==> src/rtl/acc_datapath_p.sv <==
// Accumulator datapath: PC/IR/MAR, ACC, register file, ALU/shifter,
// NCZ flags, return-address stack and a valid/ready output register.
module acc_datapath_p #(
  parameter int DW     = 8,
  parameter int AW     = 6,
  parameter int NREG   = 8,
  parameter int SDEPTH = 4
) (
  input  logic          clk,
  input  logic          reset,
  input  logic [DW-1:0] readdata,
  input  logic [DW-1:0] in_data,
  input  logic          ir_load,
  input  logic          mar_load,
  input  logic          pc_load,
  input  logic [2:0]    pc_sel,
  input  logic          mem_inst,
  input  logic          acc_load,
  input  logic [1:0]    acc_sel,
  input  logic          rf_wr,
  input  logic [2:0]    alu_sel,
  input  logic [1:0]    shift_sel,
  input  logic          flag_load,
  input  logic          push,
  input  logic          pop,
  input  logic          out_en,
  input  logic          out_ready,
  output logic [DW-1:0] instr,
  output logic [AW-1:0] address,
  output logic [DW-1:0] acc_out,
  output logic [DW-1:0] out_data,
  output logic          out_valid,
  output logic          out_stall,
  output logic [2:0]    flags,
  output logic          stack_empty,
  output logic          stack_full,
  output logic          stack_err
);
  localparam int RW = $clog2(NREG);
  localparam int SW = $clog2(SDEPTH);
  localparam int CW = SW + 1;

  logic [AW-1:0] pc_q, pc_d, mar_q, mar_d;
  logic [DW-1:0] ir_q, ir_d, acc_q, acc_d;
  logic [DW-1:0] od_q, od_d;
  logic          ov_q, ov_d;
  logic [2:0]    fl_q, fl_d;
  logic [DW-1:0] rf_q [NREG];
  logic [DW-1:0] rf_d [NREG];
  logic [AW-1:0] stk_q [SDEPTH];
  logic [AW-1:0] stk_d [SDEPTH];
  logic [CW-1:0] cnt_q, cnt_d;
  logic          err_q, err_d;

  logic [RW-1:0] rsel;
  logic [DW-1:0] rf_out, sh;
  logic [DW:0]   alu_w;
  logic          alu_c;
  logic [AW-1:0] pc_inc, offset, top;
  logic [SW-1:0] top_idx;
  logic          empty, full, acc_ok;

  assign rsel    = ir_q[RW-1:0];
  assign rf_out  = rf_q[rsel];
  assign offset  = ir_q[AW-1:0];
  assign pc_inc  = pc_q + AW'(1);
  assign empty   = (cnt_q == '0);
  assign full    = (cnt_q == CW'(SDEPTH));
  assign top_idx = cnt_q[SW-1:0] - SW'(1);
  assign top     = empty ? '0 : stk_q[top_idx];

  assign instr       = ir_q;
  assign address     = mem_inst ? mar_q : pc_q;
  assign acc_out     = acc_q;
  assign out_data    = od_q;
  assign out_valid   = ov_q;
  assign out_stall   = ov_q & ~out_ready;
  assign flags       = fl_q;
  assign stack_empty = empty;
  assign stack_full  = full;
  assign stack_err   = err_q;

  // ALU with a DW+1 bit result so bit DW is carry or borrow
  always_comb begin
    alu_w = '0;
    alu_c = 1'b0;
    unique case (alu_sel)
      3'd0: alu_w = {1'b0, acc_q} + {1'b0, rf_out};
      3'd1: alu_w = {1'b0, acc_q} - {1'b0, rf_out};
      3'd2: alu_w = {1'b0, acc_q & rf_out};
      3'd3: alu_w = {1'b0, acc_q | rf_out};
      3'd4: alu_w = {1'b0, acc_q ^ rf_out};
      3'd5: alu_w = {1'b0, ~acc_q};
      3'd6: alu_w = {1'b0, acc_q} + (DW+1)'(1);
      3'd7: alu_w = {1'b0, acc_q} - (DW+1)'(1);
    endcase
    alu_c = alu_w[DW];
  end

  // Shifter on the ALU result
  always_comb begin
    sh = alu_w[DW-1:0];
    unique case (shift_sel)
      2'd0: sh = alu_w[DW-1:0];
      2'd1: sh = {alu_w[DW-2:0], 1'b0};
      2'd2: sh = {1'b0, alu_w[DW-1:1]};
      2'd3: sh = {alu_w[0], alu_w[DW-1:1]};
    endcase
  end

  // PC/IR/MAR/ACC/flags/RF next-state
  always_comb begin
    pc_d  = pc_q;
    ir_d  = ir_load ? readdata : ir_q;
    mar_d = mar_load ? readdata[AW-1:0] : mar_q;
    acc_d = acc_q;
    fl_d  = fl_q;
    rf_d  = rf_q;
    if (pc_load) begin
      unique case (pc_sel)
        3'd0:    pc_d = pc_inc;
        3'd1:    pc_d = readdata[AW-1:0];
        3'd2:    pc_d = pc_q - offset;
        3'd3:    pc_d = pc_q + offset;
        3'd4:    pc_d = top;
        default: pc_d = pc_q;
      endcase
    end
    if (acc_load) begin
      unique case (acc_sel)
        2'd0: acc_d = sh;
        2'd1: acc_d = rf_out;
        2'd2: acc_d = in_data;
        2'd3: acc_d = readdata;
      endcase
    end
    if (flag_load) fl_d = {sh[DW-1], alu_c, (sh == '0)};
    if (rf_wr) rf_d[rsel] = acc_q;
  end

  // Return stack; push with pop on a non-empty stack swaps the top
  always_comb begin
    stk_d = stk_q;
    cnt_d = cnt_q;
    err_d = err_q;
    if (push && pop) begin
      if (empty) begin
        stk_d[0] = pc_inc;
        cnt_d    = CW'(1);
        err_d    = 1'b1;
      end else begin
        stk_d[top_idx] = pc_inc;
      end
    end else if (push) begin
      if (full) err_d = 1'b1;
      else begin
        stk_d[cnt_q[SW-1:0]] = pc_inc;
        cnt_d = cnt_q + CW'(1);
      end
    end else if (pop) begin
      if (empty) err_d = 1'b1;
      else cnt_d = cnt_q - CW'(1);
    end
  end

  // Output register handshake
  always_comb begin
    acc_ok = out_en & (~ov_q | out_ready);
    od_d   = od_q;
    ov_d   = ov_q;
    if (acc_ok) begin
      od_d = acc_q;
      ov_d = 1'b1;
    end else if (ov_q && out_ready) begin
      ov_d = 1'b0;
    end
  end

  // State registers, synchronous reset
  always_ff @(posedge clk) begin
    if (reset) begin
      pc_q  <= '0;
      ir_q  <= '0;
      mar_q <= '0;
      acc_q <= '0;
      fl_q  <= '0;
      od_q  <= '0;
      ov_q  <= 1'b0;
      rf_q  <= '{default: '0};
      stk_q <= '{default: '0};
      cnt_q <= '0;
      err_q <= 1'b0;
    end else begin
      pc_q  <= pc_d;
      ir_q  <= ir_d;
      mar_q <= mar_d;
      acc_q <= acc_d;
      fl_q  <= fl_d;
      od_q  <= od_d;
      ov_q  <= ov_d;
      rf_q  <= rf_d;
      stk_q <= stk_d;
      cnt_q <= cnt_d;
      err_q <= err_d;
    end
  end
endmodule
==> config.mk <==
export PLATFORM = sky130hd
export DESIGN_NAME = acc_datapath_p
export DESIGN_NICKNAME = d
export VERILOG_FILES = /design/src/rtl/acc_datapath_p.sv
export SDC_FILE = /design/constraint.sdc
export NUM_CORES = 1
export LEC_CHECK = 0
export ABC_AREA = 1
export CORE_MARGIN = 1
export CORE_UTILIZATION = 30
export CTS_BUF_LIST = sky130_fd_sc_hd__clkbuf_16
export CTS_CLUSTER_DIAMETER = 60
export DETAILED_ROUTE_END_ITERATION = 6
export GPL_TIMING_DRIVEN = 0
export REMOVE_ABC_BUFFERS = 1
export SLEW_MARGIN = 20
export SYNTH_ARGS = -nofsm -noshare
export SYNTH_HDL_FRONTEND = slang
export SYNTH_SLANG_ARGS = --single-unit
==> constraint.sdc <==
create_clock -name clk -period 3.5 [get_ports clk]
set_input_delay 0.7 -clock clk [delete_from_list [all_inputs] [get_ports clk]]
set_output_delay 0.7 -clock clk [all_outputs]
set_load 0.02 [all_outputs]
After elaboration in Yosys (flattened, before gate mapping) --
Cells that the tools add are included.
Operators by class: add/subtract/negate cells 10, $lt $le $gt $ge 6, equality and inequality tests 24, muxes and demuxes 39, bitwise gates (word level) 12, reductions and logical operators 20
Operators with widths (number):
- 24-bit 2-to-1 mux | 3
- 9-bit one-hot mux with 8 select lines | 1
- 64-bit bitwise mux | 1
- 8-bit one-hot mux with 4 select lines | 2
- 24-bit bitwise mux | 2
- 6-bit 2-to-1 mux | 7
- 6-bit one-hot mux with 5 select lines | 1
- 8-bit binary-select mux with 3-bit select | 1
- 6-bit demux with 2-bit select | 2
- 8-bit demux with 3-bit select | 1
- 8-bit 2-to-1 mux | 3
- 3-bit equality test (second input constant) | 6
- 18-bit 2-to-1 mux | 1
- 3-bit 2-to-1 mux | 6
- 6-bit binary-select mux with 2-bit select | 1
- 3-bit by 2-bit equality test with 1-bit output (second input constant) | 4
- 8-bit by 1-bit adder with 9-bit output (second input constant) | 1
- 8-bit by 8-bit adder with 9-bit output | 1
- 3-bit zero test | 3
- 8-bit by 1-bit subtractor with 9-bit output (second input constant) | 1
- 8-bit by 8-bit subtractor with 9-bit output | 1
- 8-bit AND | 1
- 2-bit equality test (second input constant) | 4
- 8-bit zero test | 1
- 33 further kinds | 56
Word-level totals: bits in registers 132, output and inout port bits 38, word-level logic and storage cells 132

Longest topological paths before layout --
Gate-level depths: netlist of the first run.
depth after elaboration 9, depth in mapped cells 30, mapped depth without buffers 30

Worst setup path after synthesis of the first run --
OpenSTA, ideal clock, no wires.
path type register -> register, from register ir_q[0] (netlist: instr[0]), to register fl_q[0] (netlist: flags[0]), arrival time 3.269 ns, path slack 0.161 ns, cell stages (with the launch flop) 28, buffers on the path 2, clock period less this slack 3.339 ns, cells stage by stage dfxtp_1 -> buf_6 -> inv_4 -> buf_4 -> o21ai_1 -> o21ai_1 -> a21oi_1 -> nand3_1 -> inv_2 -> ha_1 -> nand3_1 -> nor2_4 -> nand2_1 -> xor2_1 -> nand2_1 -> nand2_1 -> ha_1 -> nand2_1 -> inv_1 -> a21oi_1 -> nand3_1 -> nand3_1 -> a21oi_1 -> nor2_1 -> nand2_1 -> nor2_1 -> nand2_1 -> a21oi_1
On the way: longest elaborated chain between the ends 8, elaborated cells on any way between the ends 12
RTL lines:
- from (decl) | line 44 | logic [DW-1:0] ir_q, ir_d, acc_q, acc_d;
- from (signal assigned) | line 195 | ir_q <= ir_d;
- 3-bit inverter with 4-bit output (not written as such) * | line 64 | assign rf_out = rf_q[rsel];
- 8-bit binary-select mux with 3-bit select * | line 64
- 8-bit 2-to-1 mux (not written as such) * (2 in series) | line 64
- 8-bit by 8-bit subtractor with 9-bit output, or another cell as far along | line 89 | 3'd1: alu_w = {1'b0, acc_q} - {1'b0, rf_out};
- 9-bit one-hot mux with 8 select lines * | line 87 | unique case (alu_sel)
- 8-bit one-hot mux with 4 select lines * | line 103 | unique case (shift_sel)
- 8-bit zero test * | line 137 | if (flag_load) fl_d = {sh[DW-1], alu_c, (sh == '0)};
- to (signal assigned) | line 198 | fl_q <= fl_d;
- to (decl) | line 47 | logic [2:0] fl_q, fl_d;
Every way passes the cells marked *; elsewhere a longest branch is shown, timed or not. The select of a mux whose other input is x is not followed. A chain may end at the register's enable or synchronous reset.

Worst setup path in the final report of the first run --
Same ends and word-level chain as after synthesis.

==> results of run 1 <==
synth_stat cells (3+ instances only):
| cell | count |
|---|---|
| nand2_1 | 189 |
| o21ai_0 | 166 |
| a21oi_1 | 149 |
| dfxtp_1 | 132 |
| inv_1 | 111 |
| nor2_1 | 103 |
| nand3_1 | 69 |
| ha_1 | 40 |
| clkbuf_1 | 36 |
| inv_2 | 16 |
| o21ai_1 | 12 |
| nand4_1 | 10 |
| xor2_1 | 10 |
| nor3_1 | 6 |
| o22ai_1 | 6 |
| nand2_2 | 5 |
| nor2_2 | 5 |
| nor2_4 | 5 |
| o211ai_1 | 5 |
| a221oi_1 | 4 |
| buf_2 | 4 |
| or2_2 | 4 |
| a211oi_1 | 3 |
| fa_1 | 3 |
| nand3b_1 | 3 |
flip-flops by register name (all words and copies together), names as in the netlist:
| register | flops |
|---|---|
| rf_q | 64 |
| stk_q | 24 |
| acc_out | 8 |
| instr | 8 |
| out_data | 8 |
| mar_q | 6 |
| pc_q | 6 |
| cnt_q | 3 |
| flags | 3 |
| out_valid | 1 |
| stack_err | 1 |
per-layer routing:
metal  part of all wire, %  vias up
li1                      -     3912
met1                    47     3560
met2                    47      194
met3                   4.1       32
met4                   1.6        0
met5                     0        -
what timing repair did:
action                                  in CTS  in global routing
endpoints found under the setup margin      12                  8
buffers inserted                            10                 16
pin swaps                                    4                 26
gates resized for setup                     30                 64
endpoints found under the hold margin        0                  0
gates cloned                                 0                  1
kinds of logic after synthesis:
kind of cell	after synthesis	synth area share (%)
muxes	1	0.132
DFF	132	34.8
xor gates and xnor gates	12	1.38
AOI/OAI and AO/OA	356	24.4
adders and majority gates	43	7.37
buffers and inverters	173	8.94
and+or+nand+nor	404	23.0
area by class of cell:
class / instances / share of cell area [%]
inverter: 129 / 5.26
multi-input combinational: 816 / 46.8
clock buffer: 17 / 4.38
tap: 324 / 4.18
clock inverter: 15 / 1.38
sequential: 132 / 27.4
timing repair buffer: 104 / 10.6
metrics by stage:
step	setup slack, ps	TNS [ps]	cells
floorplan	-202	-831	1077
global placement	-1410	-163250	1477
detailed placement	-956	-7750	1478
CTS	12.0	0	1520
global route	-120	-291	1537
finish	123	0	1537
power breakdown:
group          leakage (nW)  switching (mW)  internal [mW]
Clock                 0.261           0.725          0.979
Sequential             1.08           0.104           1.61
Combinational          2.81           0.856          0.548
Total                  4.15            1.69           3.14
worst paths after layout:
kind	start	end	slack, ps
max	instr[0]	flags[0]	120
min	flags[1]	flags[1]	470
max reg2reg	instr[0]	flags[0]	120
min reg2reg	flags[1]	flags[1]	470
worst reg2reg max path, stage by stage (launching register included):
cell and delay [ps]:
dfxtp_4 380, buf_12 160, buf_12 130, or2_2 290
o211ai_1 110, nand2_1 140, nor2_4 240, nor3_1 120
o31ai_2 270, ha_1 330, nand2_2 110, inv_1 50
nand2_2 60, nand3_1 80, nand2_1 90, nand3_2 110
nand3_2 90, nand2_2 70, nor2_4 110, nand2_1 60
nor2_1 90, nand2_1 80, a21oi_2 130
==> results.cfg, run 1 <==
[cells_and_area]
fillCellCount = 2588
diodes = 0
multiInputGateArea_um2 = 4540
design_area_um2 = 9700
register_area_um2 = 2660
syn2layout_area_growth_pct = 27.7
layout_common_cells = nand2_1 (175), o21ai_0 (165), a21oi_1 (145)
nets = 1282
mostFrequentLayoutCell = nand2_1
drive_above_1_share_pct = 12.9
utilization_pct = 39.4

[global_routing]
grt_max_degree = 77
gr-total-overflow = 0
grt_pass1_vias = 7003
antenna_found_initial = 0
grt_first_pass_wirelength_um = 37100
busiest_layer = met2
grt_usage_pct = 18.1
use_met1_pct = 24.5
met2_usage_pct = 29.7
grtUsageMet3_pct = 2.82

[synth]
synth_area_leaders = dfxtp_1 (35%), o21ai_0 (11%), a21oi_1 (9.8%), nand2_1 (9.3%), ha_1 (6.6%)
synth_ff_type = dfxtp_1
syn-instance-count = 1121
synth_edf_count = 0
synth_warnings = 0
synth-seq-area-share_pct = 34.8
yosysTopAreaCell = dfxtp_1
synth_seq_cells = 132
synth_top_area_share_pct = 34.8
async_flop_share_pct = 0
synth_cell_type_count = 43
synth_area_um2 = 7600
syn_avg_cell_area_um2 = 6.78

[min_path]
holdPathStages = 2
hold_path_class = reg2reg

[floorplanning]
die_w_um = 161
core_um2 = 24600
start_util_pct = 30.9
row_count = 57
dieArea_um2 = 26000
io_pins = 77
die_h_um = 161

[outcome]
status = completed

[timing]
min_period_ps = 3380
fin_skew_ps = 16.5
drv_slew = 0
tightest_slew_ps = 960
timing.slew.headroom_pct = 36.0
rsz0062_at_grt = true
finalHoldViolCount = 0
whs_ps = 472
setup_viol = 0
period_share_pct = 96.5
timing.fmax_ghz = 0.296

[placed_design]
dpl_cell_area_um2 = 8610
routabilityCongestion = 0.913
dp_hpwl_um = 16100
portBuffers = 76

[clock_tree]
cts_hold_buf = 0
h-tree-depth = 4
clock_path_buffers = 2
cts.sinks = 132
cts_tree = built
clock_latency_ps = 430
cts_root_buffer = clkbuf_16
clk_pin_slew_ps = 70
numCtsBuffers = 17

[power_and_ir_drop]
power_mw = 4.83
pwr_density_cell_nw_per_um2 = 497
leakagePower_nw = 4.15
ir_drop_mv = 0.279

[setup_path]
required_ps = 3860
path_depth = 22
worstPathArrival_ps = 3740
worstPathMaxFanout = 8
rr_worst_depth = 22
worst-path-buf-inv = 3
end_kind = register
crit_type = reg2reg
path_cells = buf_12 > buf_12 > or2_2 > o211ai_1 > nand2_1 > nor2_4 > nor3_1 > o31ai_2 > ha_1 > nand2_2 > inv_1 > nand2_2 > nand3_1 > nand2_1 > nand3_2 > nand3_2 > nand2_2 > nor2_4 > nand2_1 > nor2_1 > nand2_1 > a21oi_2
critical_path.startpoint_type = register
slowest_delay_ps = 380
critical-path-slowest-cell = dfxtp_4
crit_path_frequent_cell = nand2_1
cpLargestDelayFamily = simple AND/OR/NAND/NOR gates

[detailed_routing]
drt_iter0_drc = 607
drc = 0
first_pass_iters = 7
vias = 7698
ant_nets = 0
wl_um = 23600
viasPerCell = 5.01
wl_per_cell_um = 15.4

[run]
drv_cap = 0
No activity file was read; power rests on OpenSTA's default activity.
==> run 2: changes to the inputs <==
TNS_END_PERCENT = 50   (was default)
==> run 2 against run 1 <==
  * Cell count barely moved
  * Flip-flop and latch count did not move
  * Utilization barely moved
  * Critical path type unchanged
  * Routed wire length barely moved
  * Critical endpoint unchanged
==> results.cfg, run 2 (synthesized netlist as in run 1, its figures left out) <==
[setup_path]
path_cells = buf_12 > buf_12 > or2_2 > o211ai_1 > nand2_1 > nor2_4 > buf_6 > inv_4 > nor2_4 > o31ai_2 > ha_1 > nand2_2 > buf_4 > nor2_1 > nand2_1 > nand2_1 > nand2_1 > nand3_2 > nand2_1 > nand2_1 > nand3_2 > nor2_1 > nand2_1 > a21oi_2
cpLargestDelayFamily = simple AND/OR/NAND/NOR gates
worstPathArrival_ps = 3740
crit_type = reg2reg
required_ps = 3860
slowest_delay_ps = 380
critical-path-slowest-cell = dfxtp_4
worst-path-buf-inv = 5
critical_path.startpoint_type = register
worstPathMaxFanout = 8
crit_path_frequent_cell = nand2_1
end_kind = register

[outcome]
status = completed

[timing]
period_share_pct = 96.8
setup_ws_ps = 113
tightest_slew_ps = 959
drv_slew = 0
setup_viol = 0
fin_skew_ps = 16.0
whs_ps = 472
rsz0062_at_grt = true
timing.fmax_ghz = 0.295
min_period_ps = 3390
timing.slew.headroom_pct = 36.0
finalHoldViolCount = 0

[floorplanning]
core_um2 = 24600
dieArea_um2 = 26000
die_w_um = 161
start_util_pct = 30.9
row_count = 57
io_pins = 77
die_h_um = 161

[global_routing]
antenna_found_initial = 0
grt_pass1_vias = 7003
grt_usage_pct = 18.1
grt_max_degree = 77
gr-total-overflow = 0
grt_first_pass_wirelength_um = 37100

[placed_design]
dp_hpwl_um = 16100
dpl_cell_area_um2 = 8610
dp_slack_ps = -956
portBuffers = 76
routabilityCongestion = 0.913

[min_path]
hold_path_class = reg2reg

[detailed_routing]
viasPerCell = 4.99
drt_iter0_drc = 616
wl_um = 23600
wl_per_cell_um = 15.4
ant_nets = 0
drc = 0
first_pass_iters = 6
vias = 7660

[cells_and_area]
reg_top3 = rf_q x64, stk_q x24
drive_above_1_share_pct = 13.0
multiInputGateArea_um2 = 4540
utilization_pct = 39.4
design_area_um2 = 9700
mostFrequentLayoutCell = nand2_1
fillCellCount = 2588
nets = 1281
regMostFlops = rf_q
layout_common_cells = nand2_1 (174), o21ai_0 (165), a21oi_1 (145)
register_area_um2 = 2660
largest_register_ffs = 64
diodes = 0
syn2layout_area_growth_pct = 27.6

[run]
drv_cap = 0

[clock_tree]
clk_pin_slew_ps = 70
clock_path_buffers = 2
clock_latency_ps = 430
h-tree-depth = 4
cts.sinks = 132
cts_tree = built
cts_root_buffer = clkbuf_16
numCtsBuffers = 17

[power_and_ir_drop]
leakagePower_nw = 4.15
power_mw = 4.82
pwr_density_cell_nw_per_um2 = 497
ir_drop_mv = 0.275
==> run 2: final timing paths <==
| check | from | to | slack [ps] | cells past startpoint |
|---|---|---|---|---|
| setup / recovery | instr[0] | flags[0] | 110 | 24 |
| hold / removal | flags[1] | flags[1] | 470 | 2 |
| setup reg to reg | instr[0] | flags[0] | 110 | 24 |
| hold reg to reg | flags[1] | flags[1] | 470 | 2 |
==> run 2: worst register-to-register path, cell delays in order (launching register included) <==
cell	delay (ps)
dfxtp_4	380
buf_12	160
buf_12	140
or2_2	300
o211ai_1	120
nand2_1	150
nor2_4	230
buf_6	160
inv_4	50
nor2_4	70
o31ai_2	70
ha_1	370
nand2_2	100
buf_4	140
nor2_1	90
nand2_1	80
nand2_1	60
nand2_1	60
nand3_2	90
nand2_1	70
nand2_1	70
nand3_2	90
nor2_1	100
nand2_1	80
a21oi_2	130
==> run 2: power by group <==
group | switching (mW) | internal, mW
Sequential | 0.104 | 1.61
Clock | 0.720 | 0.980
Combinational | 0.857 | 0.545
Total | 1.68 | 3.14
==> run 2: final cells by class <==
type                    count  share of cell area (%)
clock buffers              17                    4.39
repair buffers            103                    10.6
inverters                 129                    5.26
well taps                 324                    4.18
multi-input cells         816                    46.9
flip-flops and latches    132                    27.4
clock inverters            15                    1.38
==> run 2: metal layers <==
layer | up-vias | track usage (%) | wire, um
met4 | 0 | 4.80 | 350
li1 | 3910 | - | -
met5 | - | 0 | 0
met2 | 168 | 29.7 | 11100
met1 | 3554 | 24.5 | 11300
met3 | 28 | 2.82 | 880
==> run 2: what timing repair did <==
item | 4_1_cts | 5_1_grt
hold buffers | 0 | 0
buffers inserted | 10 | 15
endpoints found under the setup margin | 12 | 8
cloned | 0 | 1
pin swaps | 4 | 26
resized for setup | 30 | 65
==> run 2: through the flow <==
stage          instances  setup TNS, ps
2_1_floorplan       1077           -831
3_3_place_gp        1477        -163250
3_5_place_dp        1478          -7750
4_1_cts             1520              0
5_1_grt             1536           -291
6_report            1536              0
